[src/rtl/adapt_seq_ctrl.sv]
// -----------------------------------------------------------------------------
// adapt_seq_ctrl
//
// Sequencer for an adaptive FIR datapath built around an NTAP-deep, 14-bit
// sample shift register. For every accepted input sample it:
//   1. issues a single shift strobe (with the sample and a frame-head marker)
//      together with an accumulator clear,
//   2. steps the MAC through taps 0..NTAP-1 (filter phase),
//   3. optionally steps the weight-update engine through taps 0..NTAP-1, when
//      adapt_en is high on the last filter tap,
//   4. presents out_valid until the consumer takes the result with out_ready.
// Only one sample is in flight at a time; in_ready is high only when idle.
//
// Ports
//   clk, rstn          rising-edge clock, asynchronous active-low reset
//   sample_in/in_valid/in_ready
//                      input sample handshake (accepted only when idle)
//   frame_start        pulse: the next accepted sample is a frame head
//   adapt_en           selects the weight-update phase after filtering
//   abort              cancels the current sequence, back to idle next cycle
//   shift_data_state   one-cycle shift enable to the tap register
//   shift_data         sample driven to the tap register (held between accepts)
//   head_flag          frame-head marker, valid with shift_data_state
//   tap_idx            tap index during filter / update, 0 otherwise
//   mac_clr, mac_en, upd_en
//                      accumulator clear, MAC step, weight-update step
//   out_valid/out_ready
//                      result handshake
//   busy               high whenever the sequencer is not idle
//   sample_cnt         number of completed samples, wraps at 16 bits
//
// Every output is a flop. The output values for the next cycle are derived
// from the next state, so each strobe lines up exactly with the state it
// belongs to without a one-cycle lag.
//
// NTAP must be in 1..64 so that every tap index fits in tap_idx.
// -----------------------------------------------------------------------------
module adapt_seq_ctrl #(
  parameter int NTAP = 33
) (
  input  logic        clk,
  input  logic        rstn,
  input  logic [13:0] sample_in,
  input  logic        in_valid,
  output logic        in_ready,
  input  logic        frame_start,
  input  logic        adapt_en,
  input  logic        abort,
  output logic        shift_data_state,
  output logic [13:0] shift_data,
  output logic        head_flag,
  output logic [5:0]  tap_idx,
  output logic        mac_clr,
  output logic        mac_en,
  output logic        upd_en,
  output logic        out_valid,
  input  logic        out_ready,
  output logic        busy,
  output logic [15:0] sample_cnt
);

  typedef enum logic [2:0] {
    ST_IDLE  = 3'd0,
    ST_SHIFT = 3'd1,
    ST_FILT  = 3'd2,
    ST_UPD   = 3'd3,
    ST_OUT   = 3'd4
  } state_t;

  localparam logic [5:0] TAP_LAST = 6'(NTAP - 1);

  // Sequencer state and datapath registers
  state_t      state_r;
  logic [5:0]  tap_r;
  logic [13:0] data_r;
  logic [15:0] cnt_r;
  logic        pend_r;

  // Registered strobes
  logic        ready_r;
  logic        busy_r;
  logic        shift_r;
  logic        clr_r;
  logic        head_r;
  logic        mac_r;
  logic        upd_r;
  logic        ovalid_r;

  // Next-state values
  state_t      state_nx_s;
  logic [5:0]  tap_nx_s;
  logic [13:0] data_nx_s;
  logic [15:0] cnt_nx_s;
  logic        pend_nx_s;
  logic        accept_s;

  // Next values of the registered strobes
  logic        ready_nx_s;
  logic        busy_nx_s;
  logic        shift_nx_s;
  logic        clr_nx_s;
  logic        head_nx_s;
  logic        mac_nx_s;
  logic        upd_nx_s;
  logic        ovalid_nx_s;

  // A sample is taken only while idle; in_ready mirrors the idle state.
  assign accept_s = (state_r == ST_IDLE) && in_valid;

  // Next-state, tap counter, sample latch, completion counter and head pending
  always_comb begin
    state_nx_s = state_r;
    tap_nx_s   = 6'd0;
    data_nx_s  = data_r;
    cnt_nx_s   = cnt_r;
    // frame_start arms the head marker in any state; the accept below
    // consumes it (including a pulse on the accept cycle itself).
    pend_nx_s  = pend_r | frame_start;

    case (state_r)
      ST_IDLE: begin
        if (in_valid) begin
          state_nx_s = ST_SHIFT;
          data_nx_s  = sample_in;
          pend_nx_s  = 1'b0;
        end else begin
          state_nx_s = ST_IDLE;
        end
      end

      // The shift strobe is already on the wire during this cycle, so abort
      // here only stops the rest of the sequence.
      ST_SHIFT: begin
        if (abort) begin
          state_nx_s = ST_IDLE;
        end else begin
          state_nx_s = ST_FILT;
        end
      end

      ST_FILT: begin
        if (abort) begin
          state_nx_s = ST_IDLE;
        end else if (tap_r == TAP_LAST) begin
          // adapt_en is only looked at on the last filter tap.
          if (adapt_en) begin
            state_nx_s = ST_UPD;
          end else begin
            state_nx_s = ST_OUT;
          end
        end else begin
          state_nx_s = ST_FILT;
          tap_nx_s   = tap_r + 6'd1;
        end
      end

      ST_UPD: begin
        if (abort) begin
          state_nx_s = ST_IDLE;
        end else if (tap_r == TAP_LAST) begin
          state_nx_s = ST_OUT;
        end else begin
          state_nx_s = ST_UPD;
          tap_nx_s   = tap_r + 6'd1;
        end
      end

      // abort wins over a simultaneous out_ready: the result is dropped and
      // not counted.
      ST_OUT: begin
        if (abort) begin
          state_nx_s = ST_IDLE;
        end else if (out_ready) begin
          state_nx_s = ST_IDLE;
          cnt_nx_s   = cnt_r + 16'd1;
        end else begin
          state_nx_s = ST_OUT;
        end
      end

      default: begin
        state_nx_s = ST_IDLE;
      end
    endcase
  end

  // Next values of the registered outputs, decoded from the next state
  always_comb begin
    ready_nx_s  = (state_nx_s == ST_IDLE);
    busy_nx_s   = (state_nx_s != ST_IDLE);
    shift_nx_s  = (state_nx_s == ST_SHIFT);
    clr_nx_s    = (state_nx_s == ST_SHIFT);
    mac_nx_s    = (state_nx_s == ST_FILT);
    upd_nx_s    = (state_nx_s == ST_UPD);
    ovalid_nx_s = (state_nx_s == ST_OUT);
    if (accept_s) begin
      head_nx_s = pend_r | frame_start;
    end else begin
      head_nx_s = 1'b0;
    end
  end

  // State, datapath and output registers
  always_ff @(posedge clk or negedge rstn) begin
    if (!rstn) begin
      state_r  <= ST_IDLE;
      tap_r    <= 6'd0;
      data_r   <= 14'd0;
      cnt_r    <= 16'd0;
      pend_r   <= 1'b1;
      ready_r  <= 1'b1;
      busy_r   <= 1'b0;
      shift_r  <= 1'b0;
      clr_r    <= 1'b0;
      head_r   <= 1'b0;
      mac_r    <= 1'b0;
      upd_r    <= 1'b0;
      ovalid_r <= 1'b0;
    end else begin
      state_r  <= state_nx_s;
      tap_r    <= tap_nx_s;
      data_r   <= data_nx_s;
      cnt_r    <= cnt_nx_s;
      pend_r   <= pend_nx_s;
      ready_r  <= ready_nx_s;
      busy_r   <= busy_nx_s;
      shift_r  <= shift_nx_s;
      clr_r    <= clr_nx_s;
      head_r   <= head_nx_s;
      mac_r    <= mac_nx_s;
      upd_r    <= upd_nx_s;
      ovalid_r <= ovalid_nx_s;
    end
  end

  assign in_ready         = ready_r;
  assign busy             = busy_r;
  assign shift_data_state = shift_r;
  assign shift_data       = data_r;
  assign head_flag        = head_r;
  assign tap_idx          = tap_r;
  assign mac_clr          = clr_r;
  assign mac_en           = mac_r;
  assign upd_en           = upd_r;
  assign out_valid        = ovalid_r;
  assign sample_cnt       = cnt_r;

endmodule

[config.mk]
export PLATFORM = sky130hd
export DESIGN_NAME = adapt_seq_ctrl
export DESIGN_NICKNAME = d
export VERILOG_FILES = /design/src/rtl/adapt_seq_ctrl.sv
export SDC_FILE = /design/constraint.sdc
export NUM_CORES = 1
export LEC_CHECK = 0
export CAP_MARGIN = 20
export CORE_MARGIN = 1
export CORE_UTILIZATION = 40
export DETAILED_ROUTE_END_ITERATION = 6
export MAX_ROUTING_LAYER = met4
export PLACE_DENSITY = 0.74
export RECOVER_POWER = 25
export SLEW_MARGIN = 0
export SYNTH_ARGS = -nofsm -noshare
export SYNTH_HDL_FRONTEND = slang
export SYNTH_SLANG_ARGS = --single-unit
export TNS_END_PERCENT = 5
[constraint.sdc]
create_clock -name clk -period 1.6 [get_ports clk]
set_input_delay 0.4 -clock clk [delete_from_list [all_inputs] [get_ports clk]]
set_output_delay 0.4 -clock clk [all_outputs]
set_load 0.05 [all_outputs]
# [Word level (Yosys, flattened, before mapping)]
# Index checks and enable logic that the tools add are counted.
[word_totals] regBits=47
[op_classes] addsub=2 eq_ne=9 n_mux=16 bitwise_logic=2 reduce_logical=7
[ops] cell="$mux W3" n=7
[ops] cell="$mux W6" n=3
[ops] cell="$add A16 B1 Y16 const B" n=1
[ops] cell="$pmux W3 S5" n=1
[ops] cell="$eq A3 B2 Y1 const B" n=4
[ops] cell="$add A6 B1 Y6 const B" n=1
[ops] cell="$eq A3 B1 Y1 const B" n=2
[ops] cell="$eq A3 B3 Y1 const B" n=2
[ops] cell="$eq A6 B6 Y1 const B" n=1
[ops] cell="$logic_not A3 Y1" n=2
[ops] cell="$mux W1" n=4
[ops] cell="$reduce_and A3 Y1" n=1
[ops] cell="$reduce_bool A3 Y1" n=1
[ops] cell="$mux W2" n=1
[ops] cell="$reduce_and A2 Y1" n=1
[ops] cell="$reduce_or A2 Y1" n=1
[ops] cell="$logic_and A1 B1 Y1" n=1
[ops] cell="$not A1 Y1" n=1
[ops] cell="$or A1 B1 Y1" n=1

# [Logic depth before layout (Yosys ltp)]
[logic_depth] word_depth=5 mapped_depth=6

# [Worst setup path before layout]
# No wires, ideal clock.
[synth_timing] path_kind="register to register" from="register tap_r[0], in the netlist tap_idx[0]" to="register ovalid_r, in the netlist out_valid" t_arrival_ns=1.781 required_ns=1.523 setup_slack_ns=-0.258 stages_incl_launch_ff=7 period_less_slack_ns=1.858 path_cell_list="dfrtp_1 -> inv_1 -> ha_1 -> nor4b_4 -> nand2_2 -> or4b_4 -> a21oi_1"
[synth_via] elab_chain_cells=5 word_cells_on_any_way=7 cone_classes="eq/ne: 2; mux: 5"
[synth_rtl] item="from (decl)" line_no="74" source="logic [5:0] tap_r;"
[synth_rtl] item="from (signal assigned)" line_no="221" source="tap_r <= tap_nx_s;"
[synth_rtl] item="$eq A6 B6 Y1 *" line_no="144, 160"
[synth_rtl] item="$mux W3 (on tied branches)" line_no="160, 144"
[synth_rtl] item="$mux W3 (on tied branches)" line_no="158, 142"
[synth_rtl] item="$pmux W3 S5 *" line_no="120" source="case (state_r)"
[synth_rtl] item="$eq A3 B3 Y1 *" line_no="195" source="ovalid_nx_s = (state_nx_s == ST_OUT);"
[synth_rtl] item="named net ovalid_nx_s" line_no="105" source="logic ovalid_nx_s;"
[synth_rtl] item="to (signal assigned)" line_no="232" source="ovalid_r <= ovalid_nx_s;"
[synth_rtl] item="to (decl)" line_no="87" source="logic ovalid_r;"
# Mark *: on every way through the listed nets, which the timed path passes. The rest lies on a longest branch.
# A chain may end at the register's enable or synchronous reset.

# [Worst setup path after layout]
[layout_timing] from="register tap_r[1], in the netlist tap_idx[1]" to="register ovalid_r, in the netlist out_valid"
# The elaborated chain is that of the path after synthesis.

==> metrics.md <==
| Metric | Value |
|---|---|
| Status | complete, but fails checks |
| Failing checks | setup timing |
| CTS clk-pin slew, worst paths | 0.08 ns |
| Die H | 72.8 µm |
| DP HPWL | 3290 µm |
| Area of the multi-input gates | 808 µm² |
| Die X | 72.8 µm |
| Grt total ovfl | 0 |
| Crit path arrival time | 1.86 ns |
| Clock Latency Late Sink | 0.29 ns |
| Cells after synthesis | 159 |
| Critical Path Fanout Max | 2 |
| Tcrit/Tclk final | 1.03 |
| CP endpoint kind | flip-flop |
| CORE AREA | 4790 µm² |
| Critical path launch point type | flip-flop |
| Register bit total from synthesis | 47 |
| First-pass GRT wire length | 6830 µm |
| Static leakage | 1.56 nW |
| Tot GR Track Use | 0.180 |
| Layout cells sized above 1 | 0.430 |
| Placed Area | 3350 µm² |
| Fin nets | 274 |
| Number of DRC markers in iteration 0 | 71 |
| P per Cell Area | 1060 nW/µm² |
| Post-route cell area | 3440 µm² |
| Post-route ant nets | 0 |
| Worst setup margin | -0.0451 ns |
| Synth Area in XOR/XNOR | 0.0830 |
| Adder-Cell Fraction of Synth Area | 0.0187 |
| ANT cells | 0 |
| Vias | 1506 |
| Initial antenna violation count | 0 |
| Reg area | 1180 µm² |
| Post-Synth Simple-Gate Area | 0.175 |
| Synth unique cells | 35 |
| Register area share after synthesis | 0.588 |
| Vias/cell | 4.74 |
| Area Growth Syn to Fin | 71.7% |
| Largest net degree at the start of global routing | 35 |
| Most area-hungry cell type in the Yosys netlist | dfrtp_1 |
| Full die area | 5300 µm² |
| Clock buffer depth | 2 |
| Post-synth net total | 183 |
| Unrepaired setup endpoints after global routing | true |
| Drt drc | 0 |
| TritonCTS clock tree | yes |
| Async S/R FF share, synth | 1.00 |
| Net Sw Frac | 0.337 |
| Peak supply drop | 0.966 mV |
| Clock share of power | 0.183 |
| CP required | 1.82 ns |
| Seq pwr share | 0.414 |
| CTS buffer count | 5 |
| Max-Cap Viols | 0 |
| Psw | 1.23 mW |
| WL/cell | 13.2 µm |
| Int Pwr | 2.42 mW |
| Mapped Avg Cell Area | 12.6 µm² |
| Multiplexer share of the synthesized area | 0.0893 |
| Vias in the first global route | 1480 |
| Post-CTS setup buffers | 0 |
| Hold Vio Cnt, Final | 0 |
| Worst R2R Path Depth | 6 |
| Ys flop type | dfrtp_1 |
| EDFF count, synth | 0 |
| Post-Route WL | 4210 µm |
| Post-synth top area share | 0.562 |
| H-tree levels | 2 |
| Rows | 25 |
| Ys Warns | 0 |
| TritonRoute pass-1 iters | 4 |
| Largest family of logic cells by synthesized area | simple AND/OR/NAND/NOR gates |
| Setup TNS | -0.0864 ns |
| Crit path time final | 1.65 ns |
| Final Skew | 0.00751 ns |
| Comb pwr share | 0.403 |
| Ports | 65 |
| Worst-Margin Slew | 0.836 ns |
| Starting Density | 0.419 |
| Max Clk Rate | 608 MHz |
| CTS Root Cell | clkbuf_8 |
| Synthesized area | 2000 µm² |
| Placer's final routability congestion estimate | 0.743 |
| Slew Limit Fails | 0 |
| CTS Hold Bufs | 0 |
| Relative slew slack | 0.443 |
| Crit Path Category | reg2reg |
| Post-synthesis compound-gate area fraction | 0.0250 |
| Clk sinks | 47 |
| Port bufs | 64 |
| Final setup vio count | 2 |
| Synth area leaders | dfrtp_1 56%, mux2_2 8.4%, xnor2_1 5.2% |
| Hold Path Class | in2async |
| Fillers | 329 |
## sequential cells by signal, summed over array words and instances (netlist names)
register	flops
sample_cnt	16
head_flag	1
upd_en	1
busy	1
state_r	3
out_valid	1
mac_en	1
tap_idx	6
in_ready	1
pend_r	1
shift_data	14
mac_clr	1
## cell families after synthesis
kind of cell | after synthesis
simple gates | 56
buf+inv | 9
flops | 47
compound gates | 9
fa+ha+maj | 3
mux | 16
xor+xnor | 19
## final timing paths
| kind | slack (ns) | end | from |
|---|---|---|---|
| max in group asynchronous | 0.70 | state_r[0]$_DFF_PN0_ | rstn |
| hold / removal | 0.25 | sample_cnt[12]$_DFFE_PN0P_ | rstn |
| setup reg to reg | -0.05 | out_valid$_DFF_PN0_ | tap_idx[1]$_DFF_PN0_ |
| setup / recovery | -0.05 | out_valid$_DFF_PN0_ | tap_idx[1]$_DFF_PN0_ |
| hold reg to reg | 0.53 | sample_cnt[15]$_DFFE_PN0P_ | sample_cnt[15]$_DFFE_PN0P_ |
| min in group clk | 0.53 | sample_cnt[15]$_DFFE_PN0P_ | sample_cnt[15]$_DFFE_PN0P_ |
## Yosys cell counts (3+ instances only)
master and instances:
nor2_1 12, a21oi_1 4, xnor2_1 12, and4_1 4, inv_1 4, nand3_1 8
dfrtp_1 45, mux2_2 15, ha_1 3, buf_2 3, nand2b_1 4, nand2_1 7
and3_1 4, o21ai_0 3, xor2_1 7
## cells in the final DEF (no fill, tap or decap), drive strengths merged
| cell type | Yosys | layout |
|---|---|---|
| nand2 | 8 | 8 |
| and4 | 4 | 4 |
| ha | 3 | 3 |
| clkbuf | 1 | 11 |
| nor2 | 12 | 12 |
| or4b | 1 | 1 |
| dfstp | 2 | 2 |
| buf | 4 | 67 |
| or3b | 1 | 1 |
| o21ai | 3 | 3 |
| inv | 4 | 4 |
| nor4b | 1 | 1 |
| o21bai | 1 | 1 |
| and3 | 4 | 4 |
| mux2i | 1 | 1 |
| o21a | 1 | 1 |
| nor2b | 1 | 1 |
| and2 | 2 | 2 |
| xor2 | 7 | 7 |
| nand3b | 2 | 2 |
| clkdlybuf4s50 | 0 | 19 |
| mux2 | 15 | 15 |
| a21oi | 4 | 4 |
| dfrtp | 45 | 45 |
| nor3 | 2 | 2 |
| nand2b | 4 | 4 |
| nor4 | 1 | 1 |
| and3b | 1 | 1 |
| xnor2 | 12 | 12 |
| nand4 | 2 | 2 |
| nand3 | 8 | 8 |
| nor3b | 1 | 1 |
| or2 | 1 | 1 |
## metrics by stage
| step | worst slack, ns | hold slack (ns) | power (mW) | std cells | utilization |
|---|---|---|---|---|---|
| floorplan | -0.150 | 0.104 | 2.17 | 159 | - |
| global placement | -0.220 | 0.390 | 3.00 | 310 | 0.701 |
| detailed placement | -0.283 | 0.390 | 3.02 | 310 | 0.701 |
| CTS | -0.0633 | 0.0655 | 3.70 | 318 | 0.721 |
| global route | -0.0819 | 0.294 | 3.80 | 318 | 0.719 |
| finish | -0.0451 | 0.246 | 3.65 | 318 | 0.719 |
## critical path: stages (launching register included)
cell	delay, ns
dfrtp_2	0.41
inv_2	0.07
ha_4	0.12
nor4b_4	0.21
nand2_2	0.10
or4b_4	0.50
a21oi_2	0.15
## per-layer routing
metal  GRT usage  routed length, µm  vias to the layer above
met5           -                  0                        -
met3      0.0401                180                       13
li1            -                  -                      721
met2       0.267               2060                       50
met1       0.231               1840                      722
met4      0.0959                125                        0
## power groups by stage
stage	combinational [mW]	clock [mW]	sequential [mW]
final	1.47	0.666	1.51
after global routing	1.53	0.735	1.53
after CTS	1.49	0.693	1.51
after detailed placement	1.48	0	1.54
after global placement	1.47	0	1.53
after floorplan	0.246	0	1.93
## cell type report
type                       count  share of cell area
inverter                       4             0.00436
clock buffer                   8              0.0233
tap                           67              0.0244
timing repair buffer          89               0.369
multi-input combinational    103               0.235
sequential                    47               0.344
## repair_timing
action,4_1_cts,5_1_grt
resized for setup,4,4
pin swaps,4,2
endpoints found under the setup margin,2,13
Note: power is estimated with default switching activity, not from simulation.
